$ cat config.mk
export PLATFORM = sky130hd
export DESIGN_NAME = exmem_stage_reg
export DESIGN_NICKNAME = d
export VERILOG_FILES = /design/src/rtl/pipe_pkg.sv /design/src/rtl/pipe_entry_reg.sv /design/src/rtl/exmem_stage_reg.sv
export SDC_FILE = /design/constraint.sdc
export NUM_CORES = 1
export LEC_CHECK = 0
export BUFFER_PORTS_ARGS = -buffer_cell sky130_fd_sc_hd__buf_2
export CORE_UTILIZATION = 35
export DETAILED_ROUTE_END_ITERATION = 6
export GPL_TIMING_DRIVEN = 0
export HOLD_SLACK_MARGIN = 0.05
export PLACE_DENSITY = 0.62
export SETUP_SLACK_MARGIN = 0.3
export SYNTH_ARGS = -nofsm -noshare
export SYNTH_HDL_FRONTEND = slang
export SYNTH_SLANG_ARGS = --single-unit
$ cat constraint.sdc
create_clock -name clk -period 10 [get_ports clk]
set_input_delay 3 -clock clk [delete_from_list [all_inputs] [get_ports clk]]
set_output_delay 3 -clock clk [all_outputs]
set_load 0.005 [all_outputs]
$ cat src/rtl/pipe_pkg.sv
// rtl/pipe_pkg.sv - shared widths, field offsets and stage-update actions for pipeline stage registers
package pipe_pkg;

    // EX/MEM boundary widths
    localparam int EXMEM_CTL_W  = 5;
    localparam int EXMEM_DATA_W = 101;

    // Default stall counter width
    localparam int DEFAULT_CNT_W = 16;

    // Control field bit offsets (write-back bits low, memory bits high)
    localparam int CTL_WB_REGWRITE  = 0;
    localparam int CTL_WB_MEMTOREG  = 1;
    localparam int CTL_MEM_BRANCH   = 2;
    localparam int CTL_MEM_READ     = 3;
    localparam int CTL_MEM_WRITE    = 4;

    // Payload field offsets (LSB positions and widths)
    localparam int PAY_DEST_LSB  = 0;
    localparam int PAY_DEST_W    = 4;
    localparam int PAY_RD2_LSB   = 4;
    localparam int PAY_RD2_W     = 32;
    localparam int PAY_ALU_LSB   = 36;
    localparam int PAY_ALU_W     = 32;
    localparam int PAY_ZERO_BIT  = 68;
    localparam int PAY_ADDER_LSB = 69;
    localparam int PAY_ADDER_W   = 32;

    // What the main entry does at the next active edge
    typedef enum logic [1:0] {
        MAIN_HOLD      = 2'd0,
        MAIN_LOAD_IN   = 2'd1,
        MAIN_LOAD_SKID = 2'd2,
        MAIN_CLEAR     = 2'd3
    } main_act_e;

endpackage

$ cat src/rtl/pipe_entry_reg.sv
// rtl/pipe_entry_reg.sv - one valid+ctl+data storage entry with load and clear enables
module pipe_entry_reg
    import pipe_pkg::*;
#(
    parameter int CTL_W  = EXMEM_CTL_W,
    parameter int DATA_W = EXMEM_DATA_W
) (
    input  logic              clk,
    input  logic              rst,
    input  logic              i_load,
    input  logic              i_clear,
    input  logic [CTL_W-1:0]  i_ctl,
    input  logic [DATA_W-1:0] i_data,
    output logic              o_valid,
    output logic [CTL_W-1:0]  o_ctl,
    output logic [DATA_W-1:0] o_data
);

    logic              r_valid;
    logic [CTL_W-1:0]  r_ctl;
    logic [DATA_W-1:0] r_data;

    // Clear drops the entry and zeroes its control but keeps the data; load captures a new entry
    always_ff @(posedge clk or posedge rst) begin
        if (rst) begin
            r_valid <= 1'b0;
            r_ctl   <= '0;
            r_data  <= '0;
        end else if (i_clear) begin
            r_valid <= 1'b0;
            r_ctl   <= '0;
        end else if (i_load) begin
            r_valid <= 1'b1;
            r_ctl   <= i_ctl;
            r_data  <= i_data;
        end
    end

    assign o_valid = r_valid;
    assign o_ctl   = r_ctl;
    assign o_data  = r_data;

endmodule

$ cat src/rtl/exmem_stage_reg.sv
// rtl/exmem_stage_reg.sv - handshaked pipeline stage register with skid entry, freeze, flush and stall counter
module exmem_stage_reg
    import pipe_pkg::*;
#(
    parameter int CTL_W    = EXMEM_CTL_W,
    parameter int DATA_W   = EXMEM_DATA_W,
    parameter int CNT_W    = DEFAULT_CNT_W,
    parameter int NEG_EDGE = 1
) (
    input  logic              clk,
    input  logic              rst,
    input  logic              hit,
    input  logic              flush,
    input  logic              in_valid,
    output logic              in_ready,
    input  logic [CTL_W-1:0]  in_ctl,
    input  logic [DATA_W-1:0] in_data,
    output logic              out_valid,
    input  logic              out_ready,
    output logic [CTL_W-1:0]  out_ctl,
    output logic [DATA_W-1:0] out_data,
    output logic [CNT_W-1:0]  stall_cnt
);

    logic              w_clk;
    logic              w_main_valid;
    logic [CTL_W-1:0]  w_main_ctl;
    logic [DATA_W-1:0] w_main_data;
    logic              w_skid_valid;
    logic [CTL_W-1:0]  w_skid_ctl;
    logic [DATA_W-1:0] w_skid_data;
    logic              w_acc;
    logic              w_deq;
    main_act_e         w_main_act;
    logic              w_main_load;
    logic              w_main_clear;
    logic [CTL_W-1:0]  w_main_ctl_in;
    logic [DATA_W-1:0] w_main_data_in;
    logic              w_skid_load;
    logic              w_skid_clear;
    logic [CNT_W-1:0]  r_stall_cnt;

    // The whole stage runs on one edge; falling edge matches the legacy pipeline registers
    generate
        if (NEG_EDGE != 0) begin : g_neg_edge
            assign w_clk = ~clk;
        end else begin : g_pos_edge
            assign w_clk = clk;
        end
    endgenerate

    // Handshake: no acceptance while the skid is occupied, frozen, flushing or in reset
    assign in_ready  = !rst && !w_skid_valid && hit && !flush;
    assign out_valid = w_main_valid && hit;
    assign out_ctl   = w_main_valid ? w_main_ctl : '0;
    assign out_data  = w_main_data;
    assign w_acc     = in_valid && in_ready;
    assign w_deq     = out_valid && out_ready;

    // Priority decision per edge: flush, then freeze (no change), then FIFO movement
    always_comb begin
        w_main_act   = MAIN_HOLD;
        w_skid_load  = 1'b0;
        w_skid_clear = 1'b0;
        if (flush) begin
            w_main_act   = MAIN_CLEAR;
            w_skid_clear = 1'b1;
        end else if (hit) begin
            if (!w_main_valid) begin
                if (w_acc) w_main_act = MAIN_LOAD_IN;
            end else if (w_deq) begin
                if (w_skid_valid) begin
                    w_main_act   = MAIN_LOAD_SKID;
                    w_skid_clear = 1'b1;
                end else if (w_acc) begin
                    w_main_act = MAIN_LOAD_IN;
                end else begin
                    w_main_act = MAIN_CLEAR;
                end
            end else if (w_acc) begin
                w_skid_load = 1'b1;
            end
        end
    end

    assign w_main_load    = (w_main_act == MAIN_LOAD_IN) || (w_main_act == MAIN_LOAD_SKID);
    assign w_main_clear   = (w_main_act == MAIN_CLEAR);
    assign w_main_ctl_in  = (w_main_act == MAIN_LOAD_SKID) ? w_skid_ctl  : in_ctl;
    assign w_main_data_in = (w_main_act == MAIN_LOAD_SKID) ? w_skid_data : in_data;

    pipe_entry_reg #(
        .CTL_W  (CTL_W),
        .DATA_W (DATA_W)
    ) u_main (
        .clk     (w_clk),
        .rst     (rst),
        .i_load  (w_main_load),
        .i_clear (w_main_clear),
        .i_ctl   (w_main_ctl_in),
        .i_data  (w_main_data_in),
        .o_valid (w_main_valid),
        .o_ctl   (w_main_ctl),
        .o_data  (w_main_data)
    );

    pipe_entry_reg #(
        .CTL_W  (CTL_W),
        .DATA_W (DATA_W)
    ) u_skid (
        .clk     (w_clk),
        .rst     (rst),
        .i_load  (w_skid_load),
        .i_clear (w_skid_clear),
        .i_ctl   (in_ctl),
        .i_data  (in_data),
        .o_valid (w_skid_valid),
        .o_ctl   (w_skid_ctl),
        .o_data  (w_skid_data)
    );

    // Count edges where a held entry could not leave (frozen or backpressured), saturating
    always_ff @(posedge w_clk or posedge rst) begin
        if (rst) begin
            r_stall_cnt <= '0;
        end else if (!flush && w_main_valid && (!hit || !out_ready)
                     && (r_stall_cnt != {CNT_W{1'b1}})) begin
            r_stall_cnt <= r_stall_cnt + 1'b1;
        end
    end

    assign stall_cnt = r_stall_cnt;

endmodule

==> results of run 1 <==
==> worst min-delay path: stages (launching register included) <==
cell and delay, ns:
dfrtn_1 0.40, nand2_1 0.05, nand2_1 0.05
==> path summary, 6_finish.rpt <==
kind / to / cells after the start
worst max-delay path: out_ctl[1] / 3
worst min-delay path: u_skid.o_data[55]$_DFFE_NP0P_ / 2
worst min register to register: u_skid.o_data[55]$_DFFE_NP0P_ / 2
max in group asynchronous: u_skid.o_data[34]$_DFFE_NP0P_ / 5
min in group asynchronous: u_main.o_data[2]$_DFFE_NP0P_ / 2
worst max register to register: u_main.o_data[68]$_DFFE_NP0P_ / 9
==> area by class of cell <==
type,count,area (sq um)
Clock buffer,41,748.2
Clock inverter,5,28.78
Sequential cell,230,5756
Timing Repair Buffer,240,1291
Fill cell,2699,15290
Inverter,7,30.03
Antenna cell,3,7.507
Buffer,59,384.1
Multi-Input combinational cell,708,3772
Tap cell,378,473.0
==> kinds of logic after synthesis <==
kind of cell / Yosys count / share of synthesized area
simple gates: 460 / 0.1888
flops: 230 / 0.5829
compound gates: 124 / 0.06716
mux: 111 / 0.1130
buf+inv: 66 / 0.03510
xor+xnor: 9 / 0.007983
fa+ha+maj: 4 / 0.005069
==> flip-flops by register name, summed over array words and instances (netlist names) <==
| register | count |
|---|---|
| stall_cnt | 16 |
| u_main.o_data | 101 |
| u_main.o_ctl | 5 |
| u_skid.o_valid | 1 |
| u_main.o_valid | 1 |
| u_skid.o_ctl | 5 |
| u_skid.o_data | 101 |
==> Yosys cell counts <==
master / count
a211oi_1: 2
clkbuf_1: 38
nand2b_1: 1
ha_1: 4
a22o_1: 5
nand3_1: 4
or4_1: 1
nor4b_1: 1
a31oi_1: 1
nand2_1: 315
mux2i_1: 107
and2b_1: 1
a21bo_2: 1
and4bb_2: 1
buf_4: 4
buf_6: 10
nand3b_1: 2
nand4_2: 1
nor3b_1: 1
or3b_4: 1
nand4_1: 4
nor4_1: 6
and4_1: 2
a21oi_1: 104
xnor2_1: 1
dfrtn_1: 230
o21ba_2: 1
xor2_1: 8
mux2_2: 4
nor4_4: 1
nor3_1: 7
inv_1: 7
buf_2: 7
o21a_1: 1
nor2_1: 103
o21ai_0: 7
a21o_1: 2
or2_2: 1
and3_1: 2
and2_1: 5
==> metal layers <==
metal | vias up | wire length [microns] | track usage | part of all wire
li1 | 3848 | - | - | -
met1 | 3827 | 11780 | 0.2432 | 0.45
met2 | 203 | 12410 | 0.2990 | 0.48
met3 | 34 | 1449 | 0.02953 | 0.056
met4 | 2 | 398 | 0.04465 | 0.015
met5 | - | 13 | 0 | 0.00050
==> placed cells by master, fill, tap and decap left out, types with 2 or more instances in the layout <==
| cell | n |
|---|---|
| and2_1 | 5 |
| nand4_1 | 4 |
| mux2i_1 | 107 |
| a211oi_1 | 2 |
| a21oi_1 | 104 |
| clkinv_2 | 4 |
| diode_2 | 3 |
| clkbuf_8 | 2 |
| buf_12 | 6 |
| nor2_1 | 103 |
| clkbuf_16 | 27 |
| dfrtn_1 | 230 |
| ha_1 | 4 |
| clkbuf_1 | 24 |
| buf_6 | 15 |
| nor3_1 | 7 |
| buf_2 | 239 |
| buf_4 | 4 |
| nand3_1 | 4 |
| nand2_1 | 315 |
| a22o_1 | 5 |
| and3_1 | 2 |
| nor4_1 | 6 |
| nand3b_1 | 2 |
| inv_1 | 6 |
| and4_1 | 2 |
| a21o_1 | 2 |
| mux2_2 | 4 |
| o21ai_0 | 6 |
| clkbuf_2 | 23 |
| xor2_1 | 8 |
==> what timing repair did <==
action / CTS / global route
setup endpoints to repair: 101 / 82
buffers inserted: 0 / 0
hold buffers: 0 / 0
gates resized for setup: 13 / 17
==> report_power, final <==
group	internal [mW]	switching, mW
sequential	1.16	0.122
combinational	0.241	0.296
clock	0.510	0.369
==> through the flow <==
| step | cells | total power, mW | instance area, sq um |
|---|---|---|---|
| after global placement | 1616 | 1.820 | 11560 |
| after CTS | 1668 | 2.744 | 12470 |
| final | 1671 | 2.703 | 12490 |
| after floorplan | 1004 | 1.586 | 9917 |
| after detailed placement | 1622 | 1.843 | 11680 |
| after global routing | 1670 | 2.869 | 12490 |
==> run summary, run 1 <==
The clock arrives with 0.005581 ns of skew. The number of I/O port buffers came out at 234. The first element of the critical path is u_main.o_valid$_DFFE_NP0P_. For the total count of hold-check failures in the final report, the log shows 0.

236 I/O pins were placed. Clock latency on the worst-skew pair, taken at its later pin, is 0.52 ns. Setup repair after global routing left no endpoint under its margin. The tools report the TritonCTS buffer count as 26. Global routing finished with a remaining overflow of 0.

The clock net in this run drives a total of 230 sinks. Number of levels the H-tree was split into: 1. The total negative setup slack was 0 ns; the total number of nets in the final design was 1388.

The tools report the fraction of the core area covered by cells at the end of the flow as 0.4496. The floorplan step set the die width to 170.0 microns. The detailed router finished its first iteration with 432 violations.

The final layout contains routed wiring with a total length of 26.05 mm. The vertical extent of the die is 170.0 microns. Synthesis inferred 230 register bits. The number of rows in the core area is 61. The tools report the critical hold path startpoint as u_skid.o_data[55]$_DFFE_NP0P_. After detailed routing, the number of vias per cell comes to 4.736.

The run gives 1004 as the count of mapped cells out of synthesis. STA classifies the critical path startpoint as a register. In this design, the largest share of critical-path delay is due to buffers and inverters. The congestion estimate from routability-driven global placement came to 0.7871. Setup slack closes at 0.4133 ns. The first global-routing pass estimated 41.30 mm of wire. The critical path contains buffers and inverters numbering 2 combined. The Yosys step of the flow raised 0 warnings. The largest individual stage delay along the critical path comes from the cell dfrtn_1. Share of post-route cells with drive strength above 1: 0.2581. The leakage power is 6.305 nW.

In this run, distinct cell masters in the synthesized netlist total 40. The synthesized netlist occupies a cell area of 0.009874 sq mm. The tools report the area of the die as 0.02889 sq mm.

The initial antenna violation count is 4, and the post-detailed-route count of antenna-violating nets is 0. Clock tree synthesis selected as its root buffer the cell clkbuf_16. From synthesis to final layout, the design area changed by 26.49%. The launching point of the worst reg2reg path was u_main.o_valid$_DFFE_NP0P_. The run gives 0.3554 as the starting density of the core. The power per unit of standard cell area came out at 216.4 mW/mm^2. TritonCTS built the clock tree.

The tools report the final HPWL from detailed placement as 18.16 mm. The maximum single-stage delay on the critical path came out at 0.40 ns. The critical path is of the register to output pin type. The tool flagged a number of max-cap violations equal to 0.

The run finished with clean final reports. The slew at the pin with the worst max-slew slack was 0.8819 ns. Prior to clock tree synthesis, the placed netlist has a worst setup slack of -0.6052 ns.

The setup check on the worst reg-to-reg path leaves a slack of 7.50 ns. The number of nets handed over by synthesis was 1120. The deepest clock path buffer count is 3.

The residual DRC count came out at 0. Summed over all instances, the cell type with the most area after synthesis is dfrtn_1. For the part of the Yosys area used for sequential elements, the log shows 0.5829. Traced cell by cell, the critical path runs through clkbuf_1 -> and2_1 -> buf_2.

The tools report the detailed-routing iteration count for the pre-antenna-repair pass as 5. The average footprint of a synthesized cell is 9.835 sq um, and the share of Yosys cell area claimed by the top area cell type is 0.5829. Detailed routing inserted a total of 7914 vias. In this run the worst path has a maximum fanout of 10.

Entering global routing, the biggest net connects 42 pins. The logs give 6.59 ns for the endpoint arrival time on the critical path and 0.4197 ns for the worst-case hold slack. The region available for standard cell placement spans 0.02778 sq mm. The critical path capture point type was an output pin.

By area the synthesized netlist is led by dfrtn_1 (58%), nand2_1 (12%), mux2i_1 (11%), a21oi_1 (5.3%), nor2_1 (3.9%). The min-delay analysis places its worst path in the category register to register. The number of global-route vias before repair is 7775. The max-slew headroom at the worst pin came out at 0.4085. At the worst endpoint, the required time is 7.00 ns.

After clock tree synthesis, the clock-pin slew on the worst setup and hold paths is 0.04 ns. The maximum VDD drop is 0.0001007 V, and the number of slew-limit violations in the final report is 0. After detailed routing, the average wire length per cell comes to 15.59 microns. For the total routing resource utilization after global routing, the log shows 0.1797.

Setup violations remaining at the end of the flow were counted as 0.
Note: power is estimated with default switching activity, not from simulation.
==> run 2: changes to the inputs <==
- CORE_ASPECT_RATIO: default -> 0.5
==> run summary, run 2 (synthesis results as in run 1) <==
The run finished with clean final reports. The tools report the final worst clock skew as 0.006117 ns. For the sequential share of power, the log shows 0.473. Sort of element at the start of the critical path: an input pin. Leftover overflow at the end of global routing: 0. The tools report the pin count of the biggest net entering global routing as 43. Number of maximum-capacitance constraint violations: 0. The detailed-routing iteration count for the pre-antenna-repair pass came out at 5. The die is 120.8 microns tall. For the worst setup path, the data arrival time is 4.94 ns.

The via density per instance works out to 4.781. Summing all non-filler instances in the final layout gives an area of 0.01249 sq mm. The tools report the TritonCTS buffer count as 24. Buffers placed on the I/O ports in this run total 234.

The total number of nets in the final design came out at 1385. The total negative setup slack was 0 ns. Type of the worst min-delay path: register to register.

The tools report the routed via count as 7998. CTS placed an instance of clkbuf_16 at the clock tree root. The detailed-route wire length was 26.68 mm; the number of buffers added to fix hold violations after cts was 0. Power share of the combinational group: 0.198.

The tools report the max-slew headroom at the worst pin as 0.4500. Most frequent standard cell in the layout excluding fill and tap cells: nand2_1. The share of post-route cells with drive strength above 1 is 0.2603, and the clock transition time at the flip-flop clock pins of the worst setup and hold paths is 0.05 ns. For the post-place setup slack, the log shows -0.7343 ns. Setup violations remaining at the end of the flow were counted as 0. The final worst-path setup slack was 0.4124 ns; the number of cells upsized or downsized after cts was 11. The first global-routing pass estimated 42.15 mm of wire. The slew at the pin with the worst max-slew slack works out to 0.8200 ns. Once the clock tree was built, the setup fixing pass inserted 0 buffers. Detailed placement finished with a half-perimeter wire length of 19.20 mm. For the initial antenna violation count, the log shows 4. TritonCTS built the clock tree.

For the register-to-register setup slack, the log shows 7.54 ns. The core region is 0.02771 sq mm. The data required time at the worst endpoint was 5.35 ns; the number of levels the H-tree was split into was 1. The tools report the total count of hold-check failures in the final report as 0.

After detailed routing, the number of remaining DRC violations is 0. The number of top-level design ports is 236. The type of the worst setup path is input pin to register. Setup repair after global routing left no endpoint under its margin. The routed length per placed instance came out at 15.95 microns. The tools report the leakage power as 6.290 nW.

The maximum fanout encountered on the critical timing path was 10. The clock drives 230 sinks. The fraction of power spent switching nets is 0.2965, and the number of slew-limit violations in the final report is 0. The tools report the initial detailed-routing violation count as 409. The clock network fraction of design power came out at 0.328. The die covers 0.02893 sq mm. The top cell types in the final layout, fill and taps aside, are nand2_1 (315), buf_2 (237), dfrtn_1 (230).

Row generation in the floorplan step produced 43 rows. The number of global-route vias before repair came out at 8146. The fraction of the core area covered by cells at the end of the flow was 0.4507.

In this run the power density over the cells is 218.5 mW/mm^2. The starting density of the core was 0.3564; the area of placed instances was 0.01167 sq mm. IR analysis of the VDD net gives a maximum drop of 0.0001075 V. The die boundary width works out to 239.5 microns.

The deepest clock path buffer count was 3. The tools report the total routing resource utilization after global routing as 0.1838. Critical path capture point type: a register.

Switching power total: 809.0 uW. Once detail routing completed, the nets flagged for antenna violations numbered 0. For the worst-skew pair, the clock arrives at the later sink with an insertion delay of 0.53 ns. The area added between synthesis and finish came out at 26.46%. Routability congestion estimate from global placement: 0.7916. The internal cell power came out at 1.920 mW.
-- run 2: changes by cell type in the layout (fill, tap and decap cells not counted), sizes merged --
cell / change
clkinvlp: +3
buf: -3
bufinv: +1
inv: +1
clkbuf: -5
diode: +1
-- run 2: worst paths after layout --
path	from	endpoint	cells after the start
setup reg to reg	u_main.o_valid$_DFFE_NP0P_	u_main.o_data[67]$_DFFE_NP0P_	9
max in group asynchronous	rst	u_main.o_data[60]$_DFFE_NP0P_	4
min in group asynchronous	rst	u_main.o_data[99]$_DFFE_NP0P_	2
hold reg to reg	u_skid.o_data[57]$_DFFE_NP0P_	u_skid.o_data[57]$_DFFE_NP0P_	2
setup / recovery	rst	u_main.o_data[16]$_DFFE_NP0P_	10
hold / removal	u_skid.o_data[57]$_DFFE_NP0P_	u_skid.o_data[57]$_DFFE_NP0P_	2
-- run 2: power by group through the flow --
stage | logic, mW | clock network, mW | registers [mW]
5_1_grt | 0.615 | 0.960 | 1.32
6_report | 0.541 | 0.896 | 1.29
4_1_cts | 0.550 | 0.925 | 1.29
2_1_floorplan | 0.296 | 0 | 1.29
3_5_place_dp | 0.548 | 0 | 1.30
3_3_place_gp | 0.528 | 0 | 1.30
-- run 2: critical path, cell delays in order --
cell and delay [ns]:
buf_2 0.13, or3b_4 0.41, o21ai_1 0.14, a21o_1 0.16, inv_1 0.06, ha_1 0.19, clkbuf_2 0.21, clkbuf_2 0.30
mux2i_1 0.26, a21oi_1 0.09
-- run 2: layout make-up --
class	instances	area, sq um
diodes	4	10.01
plain buffers	59	384.1
clock buffers	34	699.4
clock inverters	10	86.33
fillers	2695	15220
inverters	7	30.03
multi-input cells	708	3772
flip-flops and latches	230	5756
well taps	382	478.0
repair buffers	239	1271
-- run 2: per-layer routing --
| metal | track usage | vias to the layer above | wire length, microns |
|---|---|---|---|
| met5 | 0 | - | 0 |
| met4 | 0.07011 | 0 | 835 |
| met3 | 0.03128 | 47 | 875 |
| met2 | 0.3163 | 153 | 13560 |
| met1 | 0.2315 | 3962 | 11410 |
| li1 | - | 3836 | - |
-- run 2: per-stage QoR --
step | power, mW | hold WS (ns) | std cells
after floorplan | 1.586 | 0.4029 | 1004
after global placement | 1.825 | 0.4125 | 1620
after detailed placement | 1.852 | 0.4221 | 1625
after CTS | 2.767 | 0.4235 | 1669
after global routing | 2.894 | 0.4370 | 1673
final | 2.729 | 0.4218 | 1673
